### config.mk
export PLATFORM = sky130hd
export DESIGN_NAME = lcd_frame_capture
export DESIGN_NICKNAME = d
export VERILOG_FILES = /design/src/rtl/lcd_pkg.sv /design/src/rtl/lcd_frame_seq.sv /design/src/rtl/lcd_frame_capture.sv
export SDC_FILE = /design/constraint.sdc
export NUM_CORES = 1
export LEC_CHECK = 0
export BUFFER_PORTS_ARGS = -buffer_cell sky130_fd_sc_hd__buf_2
export CAP_MARGIN = 5
export CORE_ASPECT_RATIO = 0.9
export CORE_MARGIN = 2
export CORE_UTILIZATION = 35
export DETAILED_ROUTE_END_ITERATION = 12
export PLACE_DENSITY = 0.52
export SYNTH_ARGS = -nofsm -noshare
export SYNTH_HDL_FRONTEND = slang
export SYNTH_SLANG_ARGS = --single-unit
### constraint.sdc
create_clock -name clk -period 6 [get_ports clk]
set_clock_uncertainty 0.15 [all_clocks]
set_input_delay 0.9 -clock clk [delete_from_list [all_inputs] [get_ports clk]]
set_output_delay 0.9 -clock clk [all_outputs]
set_load 0.005 [all_outputs]
### src/rtl/lcd_pkg.sv
// Shared types for the LCD frame capture block: one segment word per H phase,
// four phases per frame.
package lcd_pkg;

    localparam int H_PHASES = 4;
    localparam int SEG_W    = 33;

    // {bs, b[15:0], a[15:0]} for one H phase
    typedef logic [SEG_W-1:0] seg_word_t;

    // Index 0..3 is the H phase
    typedef seg_word_t [H_PHASES-1:0] frame_t;

endpackage

### src/rtl/lcd_frame_seq.sv
// H-phase sequencer. Tracks the last phase seen and which phases of the current
// frame arrived in order. It reports capture strobes, frame completion, a pulse
// when the strobes have been idle long enough to call the panel stale, and a
// count of out-of-order steps.
module lcd_frame_seq
    import lcd_pkg::*;
#(
    parameter int STALL_TICKS = 2048,
    parameter int CNT_W       = 8
) (
    input  logic             clk,
    input  logic             reset_n,
    input  logic             clk_en,
    input  logic [1:0]       lcd_h_index,
    output logic             capture_we,
    output logic [1:0]       capture_idx,
    output logic             frame_done,
    output logic             stall_hit,
    output logic [CNT_W-1:0] seq_err_count
);

    localparam int                 STALL_W   = $clog2(STALL_TICKS + 1);
    localparam logic [STALL_W-1:0] STALL_MAX = STALL_W'(STALL_TICKS);
    localparam logic [STALL_W-1:0] STALL_PRE = STALL_W'(STALL_TICKS - 1);

    logic [1:0]          prev_h;
    logic [H_PHASES-1:0] seen_mask;
    logic [H_PHASES-1:0] idx_onehot;
    logic [1:0]          exp_h;
    logic                step_ok;
    logic [STALL_W-1:0]  stall_cnt;

    // Any change of H index on a tick is a capture; the expected step is +1 mod 4,
    // so after reset (prev_h=0) a first index of 1 counts as in order.
    assign exp_h       = prev_h + 2'd1;
    assign step_ok     = (lcd_h_index == exp_h);
    assign capture_we  = clk_en && (lcd_h_index != prev_h);
    assign capture_idx = lcd_h_index;
    assign idx_onehot  = H_PHASES'(1) << lcd_h_index;
    assign frame_done  = capture_we && step_ok && (lcd_h_index == 2'd3) && (&seen_mask[2:0]);

    // Stall pulse fires on the tick that brings the idle counter to its limit.
    assign stall_hit   = clk_en && !capture_we && (stall_cnt == STALL_PRE);

    // Track last phase and the in-order phases collected for the current frame.
    always_ff @(posedge clk or negedge reset_n) begin
        if (!reset_n) begin
            prev_h    <= 2'd0;
            seen_mask <= '0;
        end else if (capture_we) begin
            prev_h <= lcd_h_index;
            if (frame_done)
                seen_mask <= '0;
            else if (step_ok)
                seen_mask <= seen_mask | idx_onehot;
            else
                seen_mask <= idx_onehot;
        end
    end

    // Saturating count of out-of-order phase steps.
    always_ff @(posedge clk or negedge reset_n) begin
        if (!reset_n)
            seq_err_count <= '0;
        else if (capture_we && !step_ok && !(&seq_err_count))
            seq_err_count <= seq_err_count + 1'b1;
    end

    // Idle tick counter: cleared by captures, saturates at the stall limit.
    always_ff @(posedge clk or negedge reset_n) begin
        if (!reset_n)
            stall_cnt <= '0;
        else if (clk_en) begin
            if (capture_we)
                stall_cnt <= '0;
            else if (stall_cnt != STALL_MAX)
                stall_cnt <= stall_cnt + 1'b1;
        end
    end

endmodule

### src/rtl/lcd_frame_capture.sv
// LCD frame capture. Collects the four H-phase segment words from the CPU core
// into a working frame, parks completed frames in a pending buffer and swaps
// them to the front buffer whenever the renderer is not reading. The front
// frame is read out one word per clk with one cycle of latency.
module lcd_frame_capture
    import lcd_pkg::*;
#(
    parameter int STALL_TICKS = 2048,
    parameter int CNT_W       = 8
) (
    input  logic             clk,
    input  logic             reset_n,
    input  logic             clk_en,
    input  logic [1:0]       lcd_h_index,
    input  logic [15:0]      segment_a,
    input  logic [15:0]      segment_b,
    input  logic             segment_bs,
    input  logic             rd_busy,
    input  logic [1:0]       rd_h,
    output logic [SEG_W-1:0] rd_data,
    output logic             frame_valid,
    output logic             stale,
    output logic [CNT_W-1:0] frame_count,
    output logic [CNT_W-1:0] drop_count,
    output logic [CNT_W-1:0] seq_err_count
);

    frame_t    working;
    frame_t    pending_buf;
    frame_t    front;
    frame_t    done_frame;
    seg_word_t live_word;
    logic      pending;
    logic      swap;
    logic      capture_we;
    logic [1:0] capture_idx;
    logic      frame_done;
    logic      stall_hit;

    lcd_frame_seq #(
        .STALL_TICKS (STALL_TICKS),
        .CNT_W       (CNT_W)
    ) u_seq (
        .clk           (clk),
        .reset_n       (reset_n),
        .clk_en        (clk_en),
        .lcd_h_index   (lcd_h_index),
        .capture_we    (capture_we),
        .capture_idx   (capture_idx),
        .frame_done    (frame_done),
        .stall_hit     (stall_hit),
        .seq_err_count (seq_err_count)
    );

    assign live_word = {segment_bs, segment_b, segment_a};

    // A swap consumes the pending frame as it stood before this clk, so a frame
    // completing in the same clk simply becomes the new pending frame.
    assign swap = pending && !rd_busy;

    // Completed frame: working phases 0..2 plus phase 3 straight from the inputs,
    // since working[3] is only being written on this same edge.
    always_comb begin
        done_frame             = working;
        done_frame[H_PHASES-1] = live_word;
    end

    // Working frame capture, one phase per capture strobe.
    always_ff @(posedge clk or negedge reset_n) begin
        if (!reset_n)
            working <= '0;
        else if (capture_we)
            working[capture_idx] <= live_word;
    end

    // Pending buffer: newest completed frame wins; overwriting an unswapped one is a drop.
    always_ff @(posedge clk or negedge reset_n) begin
        if (!reset_n) begin
            pending_buf <= '0;
            pending     <= 1'b0;
            drop_count  <= '0;
        end else begin
            if (frame_done) begin
                pending_buf <= done_frame;
                pending     <= 1'b1;
                if (pending && !swap && !(&drop_count))
                    drop_count <= drop_count + 1'b1;
            end else if (swap) begin
                pending <= 1'b0;
            end
        end
    end

    // Front buffer swap with a single-clk frame_valid pulse.
    always_ff @(posedge clk or negedge reset_n) begin
        if (!reset_n) begin
            front       <= '0;
            frame_valid <= 1'b0;
            frame_count <= '0;
        end else begin
            frame_valid <= swap;
            if (swap) begin
                front <= pending_buf;
                if (!(&frame_count))
                    frame_count <= frame_count + 1'b1;
            end
        end
    end

    // Stale is sticky: only a fresh frame reaching the front clears it.
    always_ff @(posedge clk or negedge reset_n) begin
        if (!reset_n)
            stale <= 1'b0;
        else if (stall_hit)
            stale <= 1'b1;
        else if (swap)
            stale <= 1'b0;
    end

    // Registered front-buffer read port.
    always_ff @(posedge clk or negedge reset_n) begin
        if (!reset_n)
            rd_data <= '0;
        else
            rd_data <= front[rd_h];
    end

endmodule

### Yosys cells after proc, flatten, opt, wreduce, memory -nomap -nowiden

Index checks and enable logic that the tools add are counted.

* register bits after elaboration: 474
* output and inout bits: 59
* word-level logic and storage cells: 78

* $add $sub $neg: 5
* order comparisons: 3
* equality and inequality tests: 5
* shifts and indexed selects: 1
* mux-type cells: 12
* bitwise operators: 2
* reductions and logical operators: 28

Operators with widths (number)
* $bwmux 132: 1
* $bmux 33 s2: 1
* $demux 33 s2: 1
* $mux 33: 2
* $add 8x1->8 const B: 3
* $mux 12: 2
* $reduce_and 8->1: 3
* $add 12x1->12 const B: 1
* $eq 12x11->1 const B: 1
* $logic_and 1x1->1: 12
* $ne 12x12->1 const B: 1
* $mux 4: 2
* $logic_not 1->1: 6
* $lt 2x3->1 const B: 2
* $reduce_and 2->1: 3
* $reduce_bool 2->1: 3
* $or 4x4->4: 1
* $shl 1x2->4 const A: 1
* $mux 1: 3
* $reduce_and 3->1: 1
* $add 2x1->2 const B: 1
* $eq 2x2->1: 1
* $eq 2x2->1 const B: 1
* $ge 2x1->1 const B: 1
* 2 further kinds: 2

### Longest topological paths before layout

* depth in word-level cells: 6
* depth in mapped cells: 7
* mapped depth without buffers: 7

### Modules after synthesis

A second synthesis with hierarchy kept.

* cells, all modules: 1338
* area, all modules: 17309.1 um2

Modules (own cells, without submodules)
* lcd_frame_capture: times used 1, cells an instance 1199, area each 15925.3 um2, sequential area each 10385.0 um2
* lcd_frame_seq: times used 1, cells an instance 139, area each 1383.8 um2, sequential area each 625.6 um2

### Worst setup path after synthesis

Ideal clock, no wire load.

* path type: input to register
* start: in lcd_h_index[0]
* end: reg working (netlist bit done_frame[10])
* arrival time: 2.171 ns
* required time: 5.725 ns
* setup slack: 3.554 ns
* stages on the path: 6
* path through: xnor2_1 -> a21o_1 -> or3_1 -> buf_2 -> buf_6 -> mux2_4

* word-level cells in the longest chain between the ends: 5

RTL lines
* start, declared: line lcd_frame_capture.sv:14 `input logic [1:0] lcd_h_index,`
* $lt 2x3->1 (not written as such) or $ge 2x1->1 (tied branches): line lcd_frame_capture.sv:73 `working[capture_idx] <= live_word;`
* $logic_and 1x1->1 (not written as such): line lcd_frame_capture.sv:73
* $mux 33 (not written as such): line lcd_frame_capture.sv:73
* $demux 33 s2: line lcd_frame_capture.sv:73
* $bwmux 132: line lcd_frame_capture.sv:73
* end signal, assigned by index: line lcd_frame_capture.sv:73
* end, declared: line lcd_frame_capture.sv:28 `frame_t working;`

Several ways; a longest one is shown, not always the timed one.
A chain may end at the register's enable or synchronous reset.

### Final worst setup path

* start: in lcd_h_index[0]
* end: reg working (netlist bit done_frame[32])

Same word-level chain as after synthesis.

==> results.toml <==
[outcome]
status = "completed"

[detailed_routing]
routed-wl-met2_mm = 15.4
detail-route-antenna-nets = 0
wl_met1_mm = 15.7
detail_route.drc_violations = 0
routed.top_layer = "met5"
dr_total_vias = 8916
met3_length_mm = 1.26
drtIter0Drc = 373
avgViaCountPerCell = 4.89
drt_wl_total_mm = 33.2
routed_wirelength_normalized_by_instance_count_um = 18.2
drt-pass1-iter-count = 5

[clock_tree]
htreeDepth = 2
post_cts.resized_instances = 0
inserted_clock_buffers = 49
tritoncts = "built"
cts.sink_count = 440
cts_root_buf = "sky130_fd_sc_hd__clkbuf_16"
clock_insertion_delay_worst_skew_ns = 0.57
post_cts.repair.setup_buffers = 0
clk_pin_slew_ns = 0.06
ctsLongestPathBuffers = 3
holdBufCountCts = 0

[finish]
area_growth_syn_to_layout_pct = 16.5
antennaDiodeCount = 0
final_nets = 1204
fraction_of_layout_instances_using_a_drive_strength_above_1_pct = 49.6
fillCellCount = 4453
layout.cells.most_common_list = "440 x sky130_fd_sc_hd__dfrtp_1, 338 x sky130_fd_sc_hd__mux2_2, 98 x sky130_fd_sc_hd__buf_2"
post_layout_nonfiller_instances = 1823
layout_commonest_cell = "sky130_fd_sc_hd__dfrtp_1"

[global_route]
first_global_vias = 9622
grt_start_max_net_pins = 164
grtUsageTotal_pct = 13.7
grt_antenna_before_repair = 1
overflow = 0
global_route_wire_length_before_repair_mm = 55.2

[timing]
timing.final.max_slew_violations = 0
final.setup.tns_ns = 0
relative_slew_margins_pct = 34.2
final_period_minus_worst_setup_slack_ns = 2.87
unrepaired_setup_endpoints_after_global_routing = "no"
finalCritPeriodShare_pct = 47.8
final-setup-viol-count = 0
timing.final.hold_violations = 0
timing_worst_slew_pin_value_ns = 0.988
achievable-frequency_ghz = 0.348

[logic_synthesis]
combinational_family_with_the_most_area_after_synthesis = "multiplexers"
syn_nets = 1093
yosysWarningCount = 0
post_synth_instance_area_mm2 = 0.0172
yosys.area_share.adder_pct = 0.364
yosysUniqueCellTypes = 37
yosys_most_used_dff = "sky130_fd_sc_hd__dfrtp_1"
synth_simple_gate_area_share_pct = 2.64
async_set_reset_flop_share_out_of_synthesis_pct = 100
syn_avg_cell_area_um2 = 16.4
netlist_instances = 1047
post_synthesis_compound_gate_area_fraction_pct = 1.21
yosys-mux-area-fraction_pct = 29.1
seq_area_frac_synth_pct = 64.0
synthXorXnorAreaFrac_pct = 1.16
ys_ff_latch = 440
number_of_flops_mapped_to_enable_cells_by_yosys = 0

[power]
power.share.sequential_pct = 49.1
power.switching_w = 0.00150
power_density_mw_per_mm2 = 340
fin_total_pwr_w = 0.00681
power.switching_fraction_pct = 22.1
power.share.combinational_pct = 6.9
vdd.ir_drop.worst_mv = 0.214
static-leakage-power_nw = 9.81
clock_network_power_share_pct = 44.1
power.internal_w = 0.00531

[die]
die-height_um = 214
dieArea_mm2 = 0.0509
std_cell_rows = 77
ios = 100
start_util_pct = 35.2
dieWidth_um = 238
floorplan.core_area_mm2 = 0.0488

[place]
place.gp.congestion = 0.758
post-place-cells = 1739
detailedPlacementHpwl_mm = 18.5
io_buffers = 99

[min_path]
timing.hold.worst.class = "in -> async"

[critical_path]
timing.reg2reg.setup_slack_ns = 3.20
cp_data_required_time_ns = 6.31
timing.critical_path.fanout_max = 23
critPathLaunchType = "primary input"
worstPathArrival_ns = 3.18
end_kind = "register"
setup.worst_path.class = "in -> reg"

[run]
drv.max_cap_violation_count = 0
power by group through the flow:
stage	Combinational, W	Sequential [W]	Clock [W]
floorplan	0.000317	0.00336	0
global placement	0.000469	0.00339	0
detailed placement	0.000483	0.00339	0
CTS	0.000484	0.00334	0.00311
global route	0.000523	0.00337	0.00325
finish	0.000468	0.00334	0.00300
cell type report:
cell class / count / area (um2) / share of cell area (%)
sequential: 440 / 11000 / 54.9
multi-input combinational: 551 / 5950 / 29.7
clock buffer: 75 / 1500 / 7.47
tap: 632 / 791 / 3.95
timing repair buffer: 110 / 638 / 3.18
clock inverter: 9 / 128 / 0.637
inverter: 6 / 22.5 / 0.112
cell usage after synthesis (all sizes together), types with 4 or more instances:
cell type  instances  share of area [%]
dfrtp            440                 64
mux2             367                 25
mux4              33                4.3
buf               32               0.98
nand2             27               0.59
clkbuf            18               0.39
nand3             17               0.49
nor2              13               0.28
xnor2             13               0.71
o21ai             11               0.32
nand4             10               0.36
xor2               9               0.46
nor3               8               0.23
inv                6               0.13
ha                 5               0.36
nor2b              4               0.15
o31ai              4               0.17
sequential cells by signal, indices dropped and copies added, names as in the netlist:
signal and cells:
done_frame 99, drop_count 8, frame_count 8, frame_valid 1
front 132, pending 1, pending_buf 132, rd_data 33
stale 1, u_seq.prev_h 2, u_seq.seen_mask 3, u_seq.seq_err_count 8
u_seq.stall_cnt 12
worst max-delay path: stages:
cell and delay [ns]:
sky130_fd_sc_hd__buf_2 0.15, sky130_fd_sc_hd__xnor2_1 0.35, sky130_fd_sc_hd__a21o_1 0.22, sky130_fd_sc_hd__or3_2 0.78, sky130_fd_sc_hd__buf_4 0.41, sky130_fd_sc_hd__mux2_2 0.36
layer usage:
| metal | global-route usage [%] | vias to the layer above |
|---|---|---|
| li1 | - | 4006 |
| met1 | 18.9 | 4736 |
| met2 | 21.3 | 112 |
| met3 | 2.90 | 60 |
| met4 | 4.68 | 2 |
| met5 | 0 | - |
metrics by stage:
step | hold WS (ns) | utilization (%) | setup slack (ns) | area, um2
6_report | 0.153 | 41.0 | 3.13 | 20000
5_1_grt | 0.213 | 41.0 | 2.94 | 20000
4_1_cts | 0.188 | 41.0 | 3.10 | 20000
3_5_place_dp | 0.316 | 37.7 | 2.48 | 18400
3_3_place_gp | 0.324 | 37.7 | 2.54 | 18400
2_1_floorplan | 0.296 | - | 3.55 | 17200
final timing paths:
path | from | to | cells after the start
setup reg to reg | u_seq.prev_h[0] | drop_count[5] | 6
setup / recovery | lcd_h_index[0] | done_frame[32] | 6
hold / removal | reset_n | frame_count[3] | 1
hold reg to reg | u_seq.seen_mask[1] | u_seq.seen_mask[1] | 2
min in group clk | u_seq.seen_mask[1] | u_seq.seen_mask[1] | 2
max in group asynchronous | reset_n | done_frame[43] | 2
cells by family (layout without fill, tap and decap cells):
logic type      count (synthesis)  after routing
mux                           402            402
xor+xnor                       22             22
buf+inv                        56            200
flops                         440            440
simple gates                   92             92
compound gates                 30             30
fa+ha+maj                       5              5
(Power assumes the default switching activity.)
